`config.mk`:
```
export PLATFORM = sky130hd
export DESIGN_NAME = shift_sequencer
export DESIGN_NICKNAME = d
export VERILOG_FILES = /design/src/rtl/shift_sequencer.sv
export SDC_FILE = /design/constraint.sdc
export NUM_CORES = 1
export LEC_CHECK = 0
export CAP_MARGIN = 40
export CORE_ASPECT_RATIO = 0.75
export CORE_UTILIZATION = 50
export DETAILED_ROUTE_END_ITERATION = 16
export DONT_BUFFER_PORTS = 1
export RECOVER_POWER = 100
export SYNTH_ARGS = -nofsm -noshare
export SYNTH_HDL_FRONTEND = slang
export SYNTH_HIERARCHICAL = 1
export SYNTH_SLANG_ARGS = --single-unit
```
`constraint.sdc`:
```
create_clock -name CLK -period 2.8 [get_ports CLK]
set_input_delay 0.14 -clock CLK [delete_from_list [all_inputs] [get_ports CLK]]
set_output_delay 0.14 -clock CLK [all_outputs]
set_load 0.05 [all_outputs]
```
`src/rtl/shift_sequencer.sv`:
```
// rtl/shift_sequencer.sv - multi-cycle 8-bit shifter/rotator sequenced by a three-state FSM
// Barrel step blocks (0-7 positions) plus the top that walks an effective count down in steps of at most 7.

module shift_sequencer_shl (
  input  logic [7:0] i_data,
  input  logic [2:0] i_step,
  output logic [7:0] o_data
);
  assign o_data = i_data << i_step;
endmodule

module shift_sequencer_shr (
  input  logic [7:0] i_data,
  input  logic [2:0] i_step,
  input  logic       i_fill,
  output logic [7:0] o_data
);
  logic [15:0] w_ext;
  logic [15:0] w_shifted;

  assign w_ext     = {{8{i_fill}}, i_data};
  assign w_shifted = w_ext >> i_step;
  assign o_data    = w_shifted[7:0];
endmodule

module shift_sequencer_ror (
  input  logic [7:0] i_data,
  input  logic [2:0] i_step,
  output logic [7:0] o_data
);
  logic [15:0] w_dbl;
  logic [15:0] w_shifted;

  assign w_dbl     = {i_data, i_data};
  assign w_shifted = w_dbl >> i_step;
  assign o_data    = w_shifted[7:0];
endmodule

module shift_sequencer (
  input  logic       CLK,
  input  logic       RESET,
  input  logic       START,
  input  logic [1:0] OPCODE,
  input  logic [7:0] DATA,
  input  logic [7:0] AMOUNT,
  output logic [7:0] RESULT,
  output logic       BUSY,
  output logic       DONE
);
  typedef enum logic [1:0] {
    S_IDLE  = 2'd0,
    S_SHIFT = 2'd1,
    S_DONE  = 2'd2
  } state_t;

  typedef enum logic [1:0] {
    OP_SLL = 2'b00,
    OP_SRL = 2'b01,
    OP_SRA = 2'b10,
    OP_ROR = 2'b11
  } op_t;

  state_t     r_state;
  logic [1:0] r_op;
  logic       r_fill;
  logic [7:0] r_work;
  logic [3:0] r_rem;
  logic [7:0] r_result;
  logic       r_busy;
  logic       r_done;

  logic [2:0] w_step;
  logic [3:0] w_rem_next;
  logic [3:0] w_eff;
  logic [7:0] w_shl;
  logic [7:0] w_shr;
  logic [7:0] w_ror;
  logic [7:0] w_next;

  assign w_step     = (r_rem > 4'd7) ? 3'd7 : r_rem[2:0];
  assign w_rem_next = r_rem - {1'b0, w_step};

  // Counts of 8 or more saturate to 8: that already clears (or sign-fills) every bit.
  always_comb begin
    w_eff = 4'd0;
    if (OPCODE == OP_ROR)
      w_eff = {1'b0, AMOUNT[2:0]};
    else if (AMOUNT >= 8'd8)
      w_eff = 4'd8;
    else
      w_eff = AMOUNT[3:0];
  end

  shift_sequencer_shl u_shl (
    .i_data (r_work),
    .i_step (w_step),
    .o_data (w_shl)
  );

  shift_sequencer_shr u_shr (
    .i_data (r_work),
    .i_step (w_step),
    .i_fill (r_fill),
    .o_data (w_shr)
  );

  shift_sequencer_ror u_ror (
    .i_data (r_work),
    .i_step (w_step),
    .o_data (w_ror)
  );

  always_comb begin
    w_next = w_shl;
    case (r_op)
      OP_SLL:  w_next = w_shl;
      OP_SRL:  w_next = w_shr;
      OP_SRA:  w_next = w_shr;
      default: w_next = w_ror;
    endcase
  end

  always_ff @(posedge CLK or negedge RESET) begin
    if (!RESET) begin
      r_state  <= S_IDLE;
      r_op     <= 2'b00;
      r_fill   <= 1'b0;
      r_work   <= 8'h00;
      r_rem    <= 4'd0;
      r_result <= 8'h00;
      r_busy   <= 1'b0;
      r_done   <= 1'b0;
    end else begin
      case (r_state)
        S_SHIFT: begin
          r_work <= w_next;
          r_rem  <= w_rem_next;
          if (w_rem_next == 4'd0) begin
            r_result <= w_next;
            r_state  <= S_DONE;
            r_busy   <= 1'b0;
            r_done   <= 1'b1;
          end
        end
        // IDLE and DONE both accept a new request so operations can run back to back.
        default: begin
          r_done <= 1'b0;
          if (START) begin
            r_op   <= OPCODE;
            r_fill <= (OPCODE == OP_SRA) & DATA[7];
            r_work <= DATA;
            r_rem  <= w_eff;
            if (w_eff != 4'd0) begin
              r_state <= S_SHIFT;
              r_busy  <= 1'b1;
            end else begin
              r_state  <= S_DONE;
              r_result <= DATA;
              r_done   <= 1'b1;
            end
          end else begin
            r_state <= S_IDLE;
          end
        end
      endcase
    end
  end

  assign RESULT = r_result;
  assign BUSY   = r_busy;
  assign DONE   = r_done;

endmodule

```
After elaboration in Yosys (flattened, before gate mapping)
Cells that the tools add are included.
{ "word_totals": {"reg_bits": 27, "mem_count": 0, "mem_bits_rw": 0, "output_inout_bits": 10, "latchBits": 0, "elab_cells": 56, "inputBits": 21, "romBits": 0} }
{ "op_classes": {"mux": 24, "add_sub_neg": 1, "n_reduce_logical": 9, "n_div": 0, "bitwise_logic": 2, "order_cmp": 2, "n_shift": 3, "mul": 0, "n_eq_ne": 7} }
{ "ops": {"columns": ["cell", "n"], "rows": [
  ["$mux W8", 6],
  ["$shr A16 B3 Y8", 2],
  ["$mux W4", 4],
  ["$pmux W8 S2", 1],
  ["$ge A8 B4 Y1 const B", 1],
  ["$mux W1", 8],
  ["$mux W2", 4],
  ["$shl A8 B3 Y8", 1],
  ["$eq A2 B2 Y1 const B", 3],
  ["$reduce_and A3 Y1", 2],
  ["$eq A2 B1 Y1 const B", 2],
  ["$gt A4 B3 Y1 const B", 1],
  ["$logic_not A4 Y1", 1],
  ["$reduce_bool A2 Y1", 2],
  ["$reduce_bool A4 Y1", 1],
  ["$sub A4 B3 Y4", 1],
  ["$mux W3", 1],
  ["$logic_not A2 Y1", 1],
  ["$ne A2 B1 Y1 const B", 1],
  ["$ne A2 B2 Y1 const B", 1],
  ["$reduce_and A2 Y1", 1],
  ["$reduce_or A2 Y1", 1],
  ["$and A1 B1 Y1", 1],
  ["$not A1 Y1", 1]
]} }

Depth between registers and ports, before layout
Gate-level depths: netlist of the first run.
{ "logic_depth": {"word_depth": 7, "depth_mapped": 8} }

By module
Netlist of the first run, hierarchy kept.
{ "modules_own_cells": {"columns": ["mod", "area_each_um2", "cells_per_inst", "n_inst"], "rows": [
  ["shift_sequencer", 1412.6, 138, 1],
  ["shift_sequencer_shr", 355.3, 39, 1],
  ["shift_sequencer_ror", 326.6, 19, 1],
  ["shift_sequencer_shl", 272.8, 32, 1]
]} }

Worst setup path after synthesis of the first run
OpenSTA, ideal clock, no wires.
{ "synth_path": {"path_type": "flip-flop to flip-flop", "from": "register r_rem[3]", "to": "register r_result[7], in the netlist RESULT[7]", "period_less_slack_ns": 2.329, "path_slack_ns": 0.471, "setup_time_ns": 0.139, "path_stages_with_launch": 9, "arrival_time_ns": 2.190, "cell_sequence": "dfrtp_1 -> or2_2 -> buf_6 -> mux2_4 -> mux4_2 -> a221oi_1 -> nor3_1 -> a21oi_1 -> mux2i_1"} }
{ "synth_between": {"elab_chain_cells": 6, "word_cells_on_any_way": 12, "classes_between": "add/sub: 1; order compare: 1; eq/ne: 1; shift: 3; mux: 4; reduce/logical: 2"} }
{ "synth_rtl": {"columns": ["item", "line", "text"], "rows": [
  ["from (decl)", "67", "logic [3:0] r_rem;"],
  ["from (signal assigned)", "137", "r_rem <= w_rem_next;"],
  ["from (signal assigned)", "152", "r_rem <= w_eff;"],
  ["$gt A4 B3 Y1", "80", "assign w_step = (r_rem > 4'd7) ? 3'd7 : r_rem[2:0];"],
  ["$mux W3", "80", null],
  ["via w_step[2]", "72", "logic [2:0] w_step;"],
  ["$shl A8 B3 Y8", "9", "assign o_data = i_data << i_step;"],
  ["via w_shl[7]", "75", "logic [7:0] w_shl;"],
  ["$pmux W8 S2", "115", "case (r_op)"],
  ["$mux W8", "138", "if (w_rem_next == 4'd0) begin"],
  ["$mux W8", "134", "case (r_state)"],
  ["to (signal assigned)", "139", "r_result <= w_next;"],
  ["to (decl)", "68", "logic [7:0] r_result;"]
]} }
The timed path passes the listed nets, and every way through them passes these cells. The select of a mux whose other input is x is not followed.
A chain may end at the register's enable or synchronous reset.

Final worst setup path of the first run
{ "layout_path": {"from": "register r_rem[3]", "to": "register r_result[4], in the netlist RESULT[4]"} }
Same word-level chain as after synthesis.

==> impl_metrics.tcl, run 1 <==
set metrics [dict create \
    placedInstanceArea_sq_mm 0.002381 \
    fp.dieW_um 81.45 \
    crit_required_ns 2.96 \
    grt_max_degree 28 \
    post-route-drc-count 0 \
    first_global_vias 1801 \
    die_h_um 61.59 \
    syn-instance-count 228 \
    slew_headroom 0.06945 \
    fp.dieArea_sq_mm 0.005017 \
    reg2reg_to "RESULT[4]" \
    synth_warnings 6 \
    crit_path_max_fanout 11 \
    synth_edf_count 0 \
    clockBufferDepth 2 \
    finalSetupViolCount 0 \
    vias 1869 \
    grt.total_usage 0.2659 \
    clkTransAtPathRegs_ns 0.09 \
    rows 21 \
    wl_met2_um 2945 \
    wl_met3_um 443 \
    final_max_slew_viol_count 0 \
    endpoint_kind "flop" \
    rsz0062_at_grt "false" \
    nets 247 \
    wl_um 6185 \
    syn_to_final_growth_pct 3.118 \
    antenna_found_initial 0 \
    max_freq_mhz 393.3 \
    cp-start-kind "flop" \
    place_hpwl_um 4412 \
    start_util 0.5269 \
    hold_start "DATA[7]" \
    hp-class "in -> reg" \
    worstHoldPathCells 2 \
    synth_cell_type_count 49 \
    port_buffers 0 \
    wl_met1_um 2761 \
    synth_flop_cell "dfrtp_1" \
    r2r_slack_ns 0.26 \
    clock_sinks 26 \
    worstReg2RegStart "r_rem[3]" \
    ant_nets 0 \
    ios 31 \
    syn_nets 252 \
    drt_first_iter_violations 221 \
    firstDrtPassIters 4 \
    crit_arrival_ns 2.70 \
    grt-ovfl-total 0 \
    grt_pass1_wl_um 9660 \
    clk_latency_ns 0.27 \
    n_antenna_cell 0 \
    synth_seq_cells 26 \
    setup_tns_ns 0 \
    whs_ns 0.01413 \
    routabilityCongestion 0.8209 \
    ys_seq_area_frac 0.2748 \
    final_layout_size_suffix_gt1_frac 0.2387 \
    syn_area_sq_mm 0.002367 \
    cts_root_buf "clkbuf_8" \
    top_layer "met4" \
    min_to "r_fill" \
    coreArea_sq_mm 0.004493 \
    via_per_inst 6.699 \
    cts_buffers 3 \
    skew_ns 0.005461 \
    rr_worst_depth 8 \
    max-cap-violations 0 \
    post_cts.repair.setup_buffers 0 \
    async_reset_ff_frac 1.000 \
    syn_area_per_cell_sq_um 10.38 \
    final_area_sq_mm 0.002441 \
    status "finished, final reports clean" \
    wl_per_cell_um 22.17 \
    finalCritPeriodShare 0.9081 \
    cts_max_level 1 \
    hold_viol_final 0 \
    worst-setup-path-type "reg -> reg" \
    tightest_slew_ns 1.396 \
    period_needed_ns 2.543 \
    cts_tree "yes" \
]
==> critical path, stage by stage (launching register included) <==
cell      delay [ns]
dfrtp_1         0.48
or2_2           0.35
clkbuf_2        0.31
mux2_2          0.37
nand3_1         0.08
o21ai_0         0.11
a221oi_1        0.31
o31ai_1         0.14
mux2_2          0.28
==> worst max-delay path by stage <==
stage | startpoint | end | slack (ns) | depth (start not counted)
2_1_floorplan | r_rem[3] | RESULT[7] | 0.47 | 8
3_3_place_gp | r_rem[3] | RESULT[7] | 0.20 | 7
3_5_place_dp | r_rem[3] | RESULT[7] | 0.14 | 7
4_1_cts | r_rem[3] | RESULT[7] | 0.13 | 7
5_1_grt | r_rem[3] | RESULT[4] | 0.11 | 8
6_report | r_rem[3] | RESULT[4] | 0.26 | 8
==> synthesized netlist by cell type (2+ instances only) <==
master / instances / area share
nand2b_1: 4 / 0.011
or2_2: 3 / 0.0079
inv_1: 7 / 0.011
mux2_4: 4 / 0.025
mux4_2: 2 / 0.019
o21ai_1: 2 / 0.0042
o31ai_1: 7 / 0.022
a21oi_1: 4 / 0.0085
nor3_1: 4 / 0.0085
clkbuf_1: 5 / 0.0079
mux2i_1: 10 / 0.042
nand3b_1: 2 / 0.0063
o221ai_2: 2 / 0.013
mux2_1: 3 / 0.014
nand2_1: 21 / 0.033
buf_6: 5 / 0.024
dfrtp_1: 26 / 0.27
nor2b_1: 12 / 0.032
buf_2: 5 / 0.011
mux2_2: 28 / 0.13
a211oi_1: 2 / 0.0063
a221oi_1: 8 / 0.030
ha_1: 3 / 0.016
nand3_1: 3 / 0.0063
buf_1: 2 / 0.0032
mux2i_4: 2 / 0.019
nor2_1: 12 / 0.019
o21ai_0: 12 / 0.025
mux4_1: 8 / 0.089
==> stage by stage <==
stage | std cells | setup slack, ns | util
2_1_floorplan | 228 | 0.4712 | -
3_3_place_gp | 273 | 0.1993 | 0.5299
3_5_place_dp | 273 | 0.1431 | 0.5299
4_1_cts | 279 | 0.1306 | 0.5525
5_1_grt | 279 | 0.1080 | 0.5433
6_report | 279 | 0.2573 | 0.5433
==> sequential cells by signal (all words and copies together) (netlist names) <==
register  flops
RESULT        8
r_work        8
r_rem         4
r_op          2
r_state       2
BUSY          1
r_fill        1
==> final cells by class <==
type	count	area [sq um]
tap	57	71.32
inverter	7	26.28
clock inverter	1	30.03
multi-input combinational	178	1560
timing repair buffer	7	61.31
sequential	26	650.6
clock buffer	3	41.29
fill	402	2052
==> cells in the final DEF (no fill, tap or decap), types with 2 or more instances in the layout <==
cell type / n
ha_1: 3
a211oi_1: 2
nand2_1: 21
dfrtp_1: 26
o21ai_1: 2
mux2_4: 4
nor2_1: 12
mux4_1: 8
o21ai_0: 12
o31ai_1: 7
a21oi_1: 4
nor3_1: 4
a221oi_1: 8
buf_4: 3
mux2_2: 27
clkbuf_8: 3
nand3_1: 3
nand2b_1: 4
mux4_2: 2
inv_1: 7
nor2b_1: 12
mux2i_1: 11
nand3b_1: 2
or2_4: 2
mux2_1: 4
==> cells by family (layout without fill, tap and decap cells) <==
kind of cell	Yosys count	count (layout)	synth area share
flip-flops	26	26	0.2748
buffers and inverters	24	18	0.05655
adder cells (fa/ha/maj)	3	3	0.01586
AO/OA/AOI/OAI	49	49	0.1570
AND/OR/NAND/NOR	68	68	0.1480
multiplexers	58	58	0.3478
==> per-layer routing <==
layer / vias up / global-route usage
li1: 850 / -
met2: 83 / 0.4310
met5: - / 0
met4: 0 / 0.02806
met1: 927 / 0.3782
met3: 9 / 0.05778
==> what timing repair did <==
| item | 4_1_cts | 5_1_grt |
|---|---|---|
| endpoints found under the hold margin | 26 | 0 |
| resized for setup | 0 | 2 |
| hold buffers | 2 | 0 |
| endpoints found under the setup margin | 0 | 3 |
Power of run 1 is left out: the tool's default activity adds up to more than one toggle a clock period on the data nets, which glitch-free logic cannot reach.
==> run 2, diff against run 1 <==
--- a/config.mk
+++ b/config.mk
@@ -6,10 +6,13 @@
 export NUM_CORES = 1
 export LEC_CHECK = 0
 export CAP_MARGIN = 40
+export CELL_PAD_IN_SITES_DETAIL_PLACEMENT = 1
+export CELL_PAD_IN_SITES_GLOBAL_PLACEMENT = 1
 export CORE_ASPECT_RATIO = 0.75
 export CORE_UTILIZATION = 50
 export DETAILED_ROUTE_END_ITERATION = 16
 export DONT_BUFFER_PORTS = 1
+export PLACE_DENSITY_LB_ADDON = 0.1
 export RECOVER_POWER = 100
 export SYNTH_ARGS = -nofsm -noshare
 export SYNTH_HDL_FRONTEND = slang
==> run 2 against run 1 <==
Effect of this change: non-clock buffer count rose by 2; global-route usage rose by 2.4 points; critical path depth decreased by 1; sequential cell count is the same; maximum frequency is 4.7% lower.
==> impl_metrics.tcl, run 2 (synthesized netlist as in run 1, its figures left out) <==
set metrics [dict create \
    first_global_vias 1885 \
    nets 249 \
    cts_tree "yes" \
    rows 21 \
    wl_met3_um 313 \
    cp-start-kind "flop" \
    clkTransAtPathRegs_ns 0.09 \
    clock_sinks 26 \
    finalSetupViolCount 0 \
    port_buffers 0 \
    ant_nets 0 \
    firstDrtPassIters 4 \
    grt.total_usage 0.2896 \
    post_cts.repair.setup_buffers 0 \
    grt_max_degree 27 \
    regArea_sq_um 650.6 \
    period_needed_ns 2.667 \
    fp.dieW_um 81.45 \
    vias 1903 \
    post-route-drc-count 0 \
    crit_required_ns 2.96 \
    max-cap-violations 0 \
    wl_met1_um 2898 \
    status "finished, final reports clean" \
    cts_root_buf "clkbuf_8" \
    fp.dieArea_sq_mm 0.005017 \
    start_util 0.5269 \
    wl_met2_um 3385 \
    antenna_found_initial 0 \
    coreArea_sq_mm 0.004493 \
    cts_buffers 3 \
    grt-ovfl-total 0 \
    wl_per_cell_um 23.63 \
    max_freq_mhz 374.9 \
    place_hpwl_um 4990 \
    drt_first_iter_violations 163 \
    crit_path_max_fanout 13 \
    routabilityCongestion 0.8268 \
    n_antenna_cell 0 \
    skew_ns 0.003415 \
    crit_arrival_ns 2.83 \
    worst-setup-path-type "reg -> reg" \
    final_cell_mix "27 x mux2_2, 26 x dfrtp_1, 21 x nand2_1, 13 x o21ai_0" \
    multi_input_area_sq_mm 0.001570 \
    wl_um 6639 \
    hold_viol_final 0 \
    clockBufferDepth 2 \
    hp-class "in -> reg" \
    top_layer "met4" \
    cts_max_level 1 \
    slew_headroom 0.06076 \
    rsz0062_at_grt "false" \
    clk_latency_ns 0.27 \
    via_per_inst 6.772 \
    fillers 482 \
    finalCritPeriodShare 0.9527 \
    endpoint_kind "flop" \
    die_h_um 61.59 \
    setup_tns_ns 0 \
    final_common_cell "mux2_2" \
    ios 31 \
    tightest_slew_ns 1.409 \
    grt_pass1_wl_um 10450 \
    syn_to_final_growth_pct 4.176 \
    final_max_slew_viol_count 0 \
    final_layout_size_suffix_gt1_frac 0.2455 \
]
## run 2: path summary, 6_finish.rpt
kind | startpoint | end | slack, ns | depth (start not counted)
min | OPCODE[0] | r_op[0] | 0.01 | 1
min in group asynchronous | RESET | RESULT[2] | 0.75 | 2
max | r_rem[3] | r_work[0] | 0.13 | 7
min reg2reg | r_op[1] | r_op[1] | 0.57 | 1
max reg2reg | r_rem[3] | r_work[0] | 0.13 | 7
max in group asynchronous | RESET | r_work[3] | 1.23 | 2
## run 2: cell type report
class / instances / area share
Clock buffer: 3 / 0.01674
Timing Repair Buffer: 9 / 0.03095
Tap cell: 57 / 0.02892
Multi-Input combinational cell: 178 / 0.6367
Inverter: 7 / 0.01065
Clock inverter: 1 / 0.01218
Sequential cell: 26 / 0.2638
## run 2: per-stage QoR
step	worst slack (ns)	instances	util	hold WS [ns]	cell area (sq um)
6_report	0.1325	281	0.5489	0.01355	2466
5_1_grt	0.01597	281	0.5489	0.001838	2466
4_1_cts	0.1302	280	0.5542	0.004538	2490
3_3_place_gp	0.2966	274	0.5316	-0.1551	2389
3_5_place_dp	0.1590	274	0.5316	-0.1552	2389
2_1_floorplan	0.4712	228	-	-0.1556	2367
## run 2: what timing repair did
action / 4_1_cts / 5_1_grt
resized for setup: 0 / 1
hold endpoints to repair: 26 / 1
hold buffers: 2 / 1
endpoints found under the setup margin: 0 / 1
## run 2: layer usage
| layer | vias to the layer above | global-route usage |
|---|---|---|
| li1 | 857 | - |
| met1 | 984 | 0.3770 |
| met2 | 56 | 0.5167 |
| met3 | 6 | 0.05481 |
| met4 | 0 | 0.04082 |
| met5 | - | 0 |
## run 2: worst max-delay path, stage by stage (launching register included)
cell and delay, ns:
dfrtp_1 0.50, or2_2 0.41, mux2_2 0.43, mux2i_4 0.17, o221ai_2 0.13, a221oi_1 0.45, o31ai_1 0.18, mux2_2 0.29
Power of run 2 is left out for the same reason.
